File: config.mk
export PLATFORM = sky130hd
export DESIGN_NAME = change_dispenser
export DESIGN_NICKNAME = d
export VERILOG_FILES = /design/src/rtl/vend_pkg.sv /design/src/rtl/change_coin_select.sv /design/src/rtl/change_dispenser.sv
export SDC_FILE = /design/constraint.sdc
export NUM_CORES = 1
export LEC_CHECK = 0
export ABC_AREA = 0
export BUFFER_PORTS_ARGS = -buffer_cell sky130_fd_sc_hd__buf_2
export CAP_MARGIN = 40
export CORE_UTILIZATION = 47
export CTS_BUF_LIST = sky130_fd_sc_hd__clkbuf_8
export CTS_CLUSTER_SIZE = 16
export DETAILED_ROUTE_END_ITERATION = 8
export PLACE_DENSITY = 0.71
export SLEW_MARGIN = 20
export SYNTH_ARGS = -nofsm -noshare
export SYNTH_HDL_FRONTEND = slang
export SYNTH_HIERARCHICAL = 1
export SYNTH_SLANG_ARGS = --single-unit
File: constraint.sdc
create_clock -name clk -period 4 [get_ports clk]
set_clock_uncertainty 0.05 [all_clocks]
set_input_delay 0.8 -clock clk [delete_from_list [all_inputs] [get_ports clk]]
set_output_delay 0.8 -clock clk [all_outputs]
set_load 0.01 [all_outputs]
File: src/rtl/vend_pkg.sv
// Types and constants shared by the vending-machine controller and the change dispenser.
package vend_pkg;

  typedef logic [7:0] amount_t;

  localparam logic [5:0] COIN_50 = 6'd50;
  localparam logic [5:0] COIN_10 = 6'd10;
  localparam logic [5:0] COIN_5  = 6'd5;
  localparam logic [5:0] COIN_1  = 6'd1;

  // Index order doubles as payout priority: lower index is the larger coin.
  typedef enum logic [1:0] {
    D50 = 2'd0,
    D10 = 2'd1,
    D5  = 2'd2,
    D1  = 2'd3
  } denom_e;

  typedef enum logic [1:0] {
    StIdle,
    StSelect,
    StIssue,
    StDone
  } state_e;

  function automatic logic [5:0] coin_of(denom_e d);
    logic [5:0] v;
    unique case (d)
      D50:     v = COIN_50;
      D10:     v = COIN_10;
      D5:      v = COIN_5;
      default: v = COIN_1;
    endcase
    return v;
  endfunction

endpackage

File: src/rtl/change_coin_select.sv
// Greedy picker: largest denomination that fits the remaining amount and is still in stock.
module change_coin_select
  import vend_pkg::*;
(
  input  amount_t    remaining,
  input  logic [3:0] stock_nz,
  output denom_e     denom,
  output logic       found
);

  always_comb begin
    denom = D1;
    found = 1'b1;
    if (remaining >= {2'b00, COIN_50} && stock_nz[3]) begin
      denom = D50;
    end else if (remaining >= {2'b00, COIN_10} && stock_nz[2]) begin
      denom = D10;
    end else if (remaining >= {2'b00, COIN_5} && stock_nz[1]) begin
      denom = D5;
    end else if (remaining >= {2'b00, COIN_1} && stock_nz[0]) begin
      denom = D1;
    end else begin
      found = 1'b0;
    end
  end

endmodule

File: src/rtl/change_dispenser.sv
// Pays out a change amount one coin at a time, greedy largest-first, with per-coin stock.
module change_dispenser
  import vend_pkg::*;
#(
  parameter int unsigned INIT_STOCK = 8,
  parameter int unsigned STOCK_W    = 6
) (
  input  logic       clk,
  input  logic       reset,
  input  logic       change_valid,
  input  amount_t    change_amount,
  output logic       change_ready,
  output logic       coin_valid,
  output logic [5:0] coin_value,
  input  logic       coin_ack,
  input  logic       refill,
  output logic       done,
  output logic       short_flag,
  output amount_t    remaining,
  output logic [3:0] stock_empty
);

  localparam logic [STOCK_W-1:0] InitCnt = STOCK_W'(INIT_STOCK);

  state_e             r_state;
  state_e             w_state_next;
  logic [STOCK_W-1:0] r_stock [4];
  amount_t            r_remaining;
  logic [5:0]         r_coin_value;
  denom_e             r_denom;
  logic               r_short;

  logic [3:0] w_stock_nz;
  denom_e     w_pick;
  logic       w_found;
  logic       w_accept;
  logic       w_take;
  logic       w_refill;

  // Stock array is indexed by denom_e; status bits are ordered 50/10/5/1 from bit 3 down.
  for (genvar i = 0; i < 4; i++) begin : g_nz
    assign w_stock_nz[3-i] = (r_stock[i] != '0);
  end

  change_coin_select u_select (
    .remaining (r_remaining),
    .stock_nz  (w_stock_nz),
    .denom     (w_pick),
    .found     (w_found)
  );

  assign w_accept = (r_state == StIdle) && change_valid;
  assign w_take   = (r_state == StIssue) && coin_ack;
  assign w_refill = (r_state == StIdle) && refill && !change_valid;

  always_ff @(posedge clk) begin
    if (reset) begin
      r_state <= StIdle;
    end else begin
      r_state <= w_state_next;
    end
  end

  always_comb begin
    w_state_next = r_state;
    unique case (r_state)
      StIdle:   if (change_valid) w_state_next = StSelect;
      StSelect: w_state_next = w_found ? StIssue : StDone;
      StIssue:  if (coin_ack) w_state_next = StSelect;
      StDone:   w_state_next = StIdle;
      default:  w_state_next = StIdle;
    endcase
  end

  always_comb begin
    change_ready = (r_state == StIdle);
    coin_valid   = (r_state == StIssue);
    done         = (r_state == StDone);
  end

  always_ff @(posedge clk) begin
    if (reset) begin
      r_remaining  <= '0;
      r_coin_value <= '0;
      r_denom      <= D50;
      r_short      <= 1'b0;
      for (int i = 0; i < 4; i++) begin
        r_stock[i] <= InitCnt;
      end
    end else begin
      if (w_accept) begin
        r_remaining <= change_amount;
      end else if (w_take) begin
        r_remaining <= r_remaining - {2'b00, r_coin_value};
      end

      if (r_state == StSelect) begin
        if (w_found) begin
          r_coin_value <= coin_of(w_pick);
          r_denom      <= w_pick;
        end
        // Nothing payable: a nonzero remainder means stock ran out.
        r_short <= !w_found && (r_remaining != '0);
      end

      for (int i = 0; i < 4; i++) begin
        if (w_refill) begin
          r_stock[i] <= InitCnt;
        end else if (w_take && (int'(r_denom) == i) && (r_stock[i] != '0)) begin
          r_stock[i] <= r_stock[i] - 1'b1;
        end
      end
    end
  end

  assign coin_value  = r_coin_value;
  assign short_flag  = r_short;
  assign remaining   = r_remaining;
  assign stock_empty = ~w_stock_nz;

endmodule

==> flow_summary.toml, run 1 <==
[final_layout]
drive_above_1_share_pct = 15.5
multi_input_area_um2 = 1370
fill_cells = 505
diodes = 0
regArea_um2 = 1080
syn_to_final_growth_pct = 11.3
nets = 349

[clocking]
cts_sinks = 42
cts_buffers = 5
clk_latency_ns = 0.29
post_cts_buffers = 0
clk_pin_slew_ns = 0.07
htreeDepth = 2
cts_tree = "built"
ctsResizeCount = 0
hold_buffers = 0
cts-root-buf = "clkbuf_8"
clk_path_buf_depth = 2

[run]
drv_cap = 0

[timing]
setup_violations = 0
slew_headroom_pct = 49.8
period_share_pct = 57.0
rsz0062_at_grt = "no"
slew_viol_final = 0
tightest_slew_ns = 0.750
setup-tns-final_ns = 0
max_freq_ghz = 0.438
final-hold-violation-count = 0
fin_crit_ns = 2.28

[min_path]
min_from = "short_flag"
hold_depth = 2
hold_class = "reg2reg"

[synth]
synthSimpleGateAreaFrac_pct = 25.4
synth_fa_ha_area_share_pct = 7.56
yosys_register_bits = 42
synth_area_um2 = 2580
synth_compound_area_share_pct = 13.3
synth-edff-count = 24
synth_cell_types = 50
async_reset_ff_share_pct = 0
synthXorXnorAreaFrac_pct = 5.77
synth_top_family_by_area = "simple AND/OR/NAND/NOR gates"
synth_warnings = 6
synthCells = 288
ys_seq_area_share_pct = 41.9
synth_flop_cell = "edfxtp_1"
syn_avg_cell_area_um2 = 8.96
syn_nets = 316
muxShareOfSynthArea_pct = 0.824

[drt]
viasPerCell = 5.39
final_antenna_net_count = 0
num_vias = 2112
drc_errors = 0
drtIter0Drc = 120
wl_um = 5140
wl_per_cell_um = 13.1
dr.pass1.iters = 4

[critical_path]
cp_cell_sequence = "inv_1 > ha_1 > nand3_1 > o31ai_1 > a41o_1 > nand3b_1 > nand3b_1 > nor3b_1 > a21oi_1 > nor2_1"
crit_path_end_kind = "register"
critical-path-top-delay-family = "simple AND/OR/NAND/NOR gates"
worstReg2RegStart = "r_stock[3][0]"
arrival_ns = 2.40
slowest_stage = "edfxtp_1"
critical_path_required_ns = 4.11
cp_num_cells = 10
r2r_end = "coin_value[2]"
critPathLaunch = "r_stock[3][0]"
slowest_delay_ns = 0.41
critical_path_class = "reg2reg"
critPathMaxFanout = 12
cp_num_buf_inv = 1
startpoint_type = "register"
cp_common_cell = "nand3b_1"
rrSetupSlack_ns = 1.72
crit_end = "coin_value[2]"
reg2reg_depth = 10

[global_route]
grt_pass1_vias = 2061
grt_overflow_total = 0
grt_max_degree = 21
grt_antenna_before_repair = 0
grt_pass1_wl_um = 9050
track_usage_pct = 19.3

[power]
p_leak_nw = 1.17
power.total_mw = 1.10
power.density_nw_per_um2 = 382
vdd_drop_max_uv = 336

[die]
ios = 35
dieWidth_um = 76.1
floorplan.initialDensity_pct = 49.6
rows = 26
dieArea_um2 = 5790
coreArea_um2 = 5200
die_y_um = 76.1

[placed_design]
place.gp.congestion = 0.889
place_hpwl_um = 3960
port_buffers = 34

[run_status]
status = "finished clean"
==> metal layers <==
metal / GRT usage (%) / share of wire (%)
met1: 24.6 / 47
met2: 33.8 / 48
met3: 3.11 / 3.9
met4: 5.38 / 1.1
met5: 0 / 0
==> synth_stat cells, drive strengths merged, types with 2 or more instances <==
library cell  count  share of area (%)
or3               3               0.73
edfxtp           24                 28
xor2              8                2.7
xnor2             9                3.1
nor3b             4                1.6
nand2b           12                2.9
nor2             52                7.7
dfxtp            18                 14
nand3b            2               0.58
ha               14                6.8
a21oi            15                2.9
nand4             3               0.73
a31oi             2                1.1
o21ai             8                1.6
a2bb2oi           2               0.68
o31a              2               0.68
nor4              6                1.9
a311oi            2               0.68
a211oi            7                2.2
inv              23                3.3
a21o              3               0.87
buf               5                1.4
nor2b             3                1.0
and3              3               0.73
nor3              6                1.2
nand3             9                1.7
o211ai            2               0.58
clkbuf            3               0.48
nand2            26                3.9
==> report_power, final <==
group | total, mW | internal [mW] | switching (mW)
Combinational | 0.305 | 0.134 | 0.171
Clock | 0.254 | 0.118 | 0.136
Sequential | 0.540 | 0.491 | 0.0492
==> tightest hold or removal path, stage by stage (launching register included) <==
cell and delay (ns):
dfxtp_1 0.33, a21oi_1 0.06, nor2_1 0.08
==> stage by stage <==
step           instance area (µm²)  hold slack [ns]  utilization [%]  std cells  worst slack [ns]
2_1_floorplan                 2580            0.419                -        288              1.98
3_3_place_gp                  2790            0.428             53.6        384              1.77
3_5_place_dp                  2790            0.432             53.6        384              1.73
4_1_cts                       2870            0.450             55.2        392              1.71
5_1_grt                       2870            0.483             55.2        392              1.45
6_report                      2870            0.447             55.2        392              1.72
==> layout make-up <==
cell class	instances	share of cell area, %
Clock buffer	5	2.39
Sequential cell	42	37.6
Clock inverter	3	0.479
Timing Repair Buffer	34	5.92
Multi-Input combinational cell	215	47.5
Tap cell	70	3.05
Inverter	23	3.00
==> kinds of logic (layout without fill, tap and decap cells) <==
family | count (synthesis) | count (layout)
adder cells (fa/ha/maj) | 15 | 15
multiplexers | 2 | 2
AND/OR/NAND/NOR | 132 | 132
XOR/XNOR | 17 | 17
flip-flops | 42 | 42
AO/OA/AOI/OAI | 49 | 49
buffers and inverters | 31 | 65
==> how the worst min path moves through the flow <==
stage / slack, ns / end
after detailed placement: 0.43 / short_flag
after CTS: 0.45 / short_flag
final: 0.45 / short_flag
after global routing: 0.48 / coin_value[0]
after floorplan: 0.42 / r_denom[1]
after global placement: 0.43 / short_flag
==> flip-flops by register name, summed over array words and instances (netlist names) <==
signal and flops:
r_stock 24, remaining 8, coin_value 5, r_denom 2, r_state 2, short_flag 1
==> cell usage in the layout (no fill, tap or decap), drive strengths merged, types with 3 or more instances in the layout <==
master  instances
or3             3
xor2            8
nor2           52
nor3            6
and3            3
buf            34
nor2b           3
xnor2           9
nand2          26
nor3b           4
a211oi          7
nand2b         12
nand4           3
nand3           9
clkbuf          5
nor4            6
o21ai           8
inv            24
edfxtp         24
ha             14
dfxtp          18
a21oi          15
a21o            3
Power figures use the tool's default switching activity.
==> run 2, diff against run 1 <==
==> constraint.sdc (replaced) <==
create_clock -name clk -period 2.1 [get_ports clk]
set_clock_uncertainty 0.05 [all_clocks]
set_input_delay 0.42 -clock clk [delete_from_list [all_inputs] [get_ports clk]]
set_output_delay 0.42 -clock clk [all_outputs]
set_load 0.01 [all_outputs]
==> flow_summary.toml, run 2 (synthesis results as in run 1) <==
[placed_design]
place.gp.congestion = 0.837
place_hpwl_um = 4190
port_buffers = 34
pre_cts_ws_ns = -0.0119

[timing]
max_freq_ghz = 0.499
final-hold-violation-count = 0
fin_crit_ns = 2.01
slew_headroom_pct = 63.9
fin_ws_ns = 0.0946
slew_viol_final = 0
setup_violations = 0
tightest_slew_ns = 0.540
period_share_pct = 95.5

[min_path]
hold_class = "in2reg"
hold_depth = 3
min_from = "change_amount[1]"
holdPathEnd = "remaining[1]"

[final_layout]
nets = 372
fill_cells = 456
diodes = 0
drive_above_1_share_pct = 25.8
layout_commonest_cell = "nor2_1"
top_register = "r_stock"
multi_input_area_um2 = 1440
largest_reg_flops = 24
fin_util_pct = 60.2
syn_to_final_growth_pct = 21.4
layout_common_cells = "nor2_1 (49), buf_2 (34), nand2_1 (24), edfxtp_1 (24)"
regArea_um2 = 1080

[critical_path]
crit_path_end_kind = "register"
reg2reg_depth = 7
critPathLaunch = "coin_value[0]"
arrival_ns = 2.17
critical_path_required_ns = 2.26
startpoint_type = "register"
critPathMaxFanout = 3
worstReg2RegStart = "coin_value[0]"
critical_path_class = "reg2reg"
r2r_end = "remaining[4]"
rrSetupSlack_ns = 0.09

[drt]
final_antenna_net_count = 0
dr.pass1.iters = 4
drc_errors = 0
wl_um = 5650
viasPerCell = 5.28
drtIter0Drc = 101
wl_per_cell_um = 13.6
num_vias = 2190

[die]
ios = 35
floorplan.initialDensity_pct = 49.6
rows = 26
dieWidth_um = 76.1
coreArea_um2 = 5200
die_y_um = 76.1
dieArea_um2 = 5790

[global_route]
busiest_layer = "met2"
grt_use_met2_pct = 33.5
grtUsageMet1_pct = 26.3
globalRouteMet3Util_pct = 2.87
grt_pass1_wl_um = 9380
grt_max_degree = 20
grt_pass1_vias = 2065
grt_overflow_total = 0
grt_antenna_before_repair = 0
track_usage_pct = 20.1

[clocking]
clk_latency_ns = 0.30
clk_pin_slew_ns = 0.08
clk_path_buf_depth = 2
htreeDepth = 2
cts_tree = "built"
cts_sinks = 42
cts_buffers = 5
cts-root-buf = "clkbuf_8"

[power]
power.total_mw = 2.22
vdd_drop_max_uv = 495
p_leak_nw = 1.28
power.density_nw_per_um2 = 710

[run_status]
status = "finished clean"

[run]
drv_cap = 0
run 2: repair_timing:
item,in CTS,in global routing
buffers inserted,1,5
hold buffers,0,0
gates resized for setup,0,23
setup endpoints to repair,2,9
pin swaps,0,3
endpoints found under the hold margin,0,0
cloned,0,0
run 2: how the worst max path moves through the flow:
stage                    endpoint  slack (ns)  cells past startpoint
finish               remaining[4]        0.09                      7
global route           r_denom[1]       -0.02                     11
CTS                  remaining[4]        0.03                      7
detailed placement  coin_value[3]       -0.01                     11
global placement     remaining[4]        0.08                      7
floorplan           coin_value[0]        0.08                     11
run 2: through the flow:
stage / hold WS, ns / std cells / cell area (µm²) / setup TNS [ns]
after floorplan: 0.419 / 288 / 2580 / 0
after global placement: 0.436 / 401 / 2920 / 0
after detailed placement: 0.434 / 401 / 2920 / -0.0119
after CTS: 0.321 / 410 / 3010 / 0
after global routing: 0.337 / 415 / 3130 / -0.0347
final: 0.326 / 415 / 3130 / 0
run 2: critical path: stages, from the launching register on:
cell	delay, ns
dfxtp_2	0.37
ha_1	0.17
inv_1	0.05
fa_1	0.43
a211oi_2	0.20
nor2_1	0.08
or3_1	0.32
a311oi_1	0.24
run 2: cell type report:
cell class                 instances  area share [%]
multi-input combinational        215            46.0
sequential                        42            34.5
timing repair buffer              57            11.2
tap                               70            2.80
inverter                          23            2.76
clock buffer                       5            2.20
clock inverter                     3           0.519
run 2: layer usage:
layer | part of all wire [%] | wire (µm)
met5 | 0 | 0
met4 | 1.1 | 62
met3 | 3.2 | 181
met2 | 49 | 2740
met1 | 47 | 2660
run 2: report_power, final:
part / switching (mW) / internal, mW
clock network: 0.289 / 0.228
registers: 0.0707 / 0.935
logic: 0.382 / 0.319
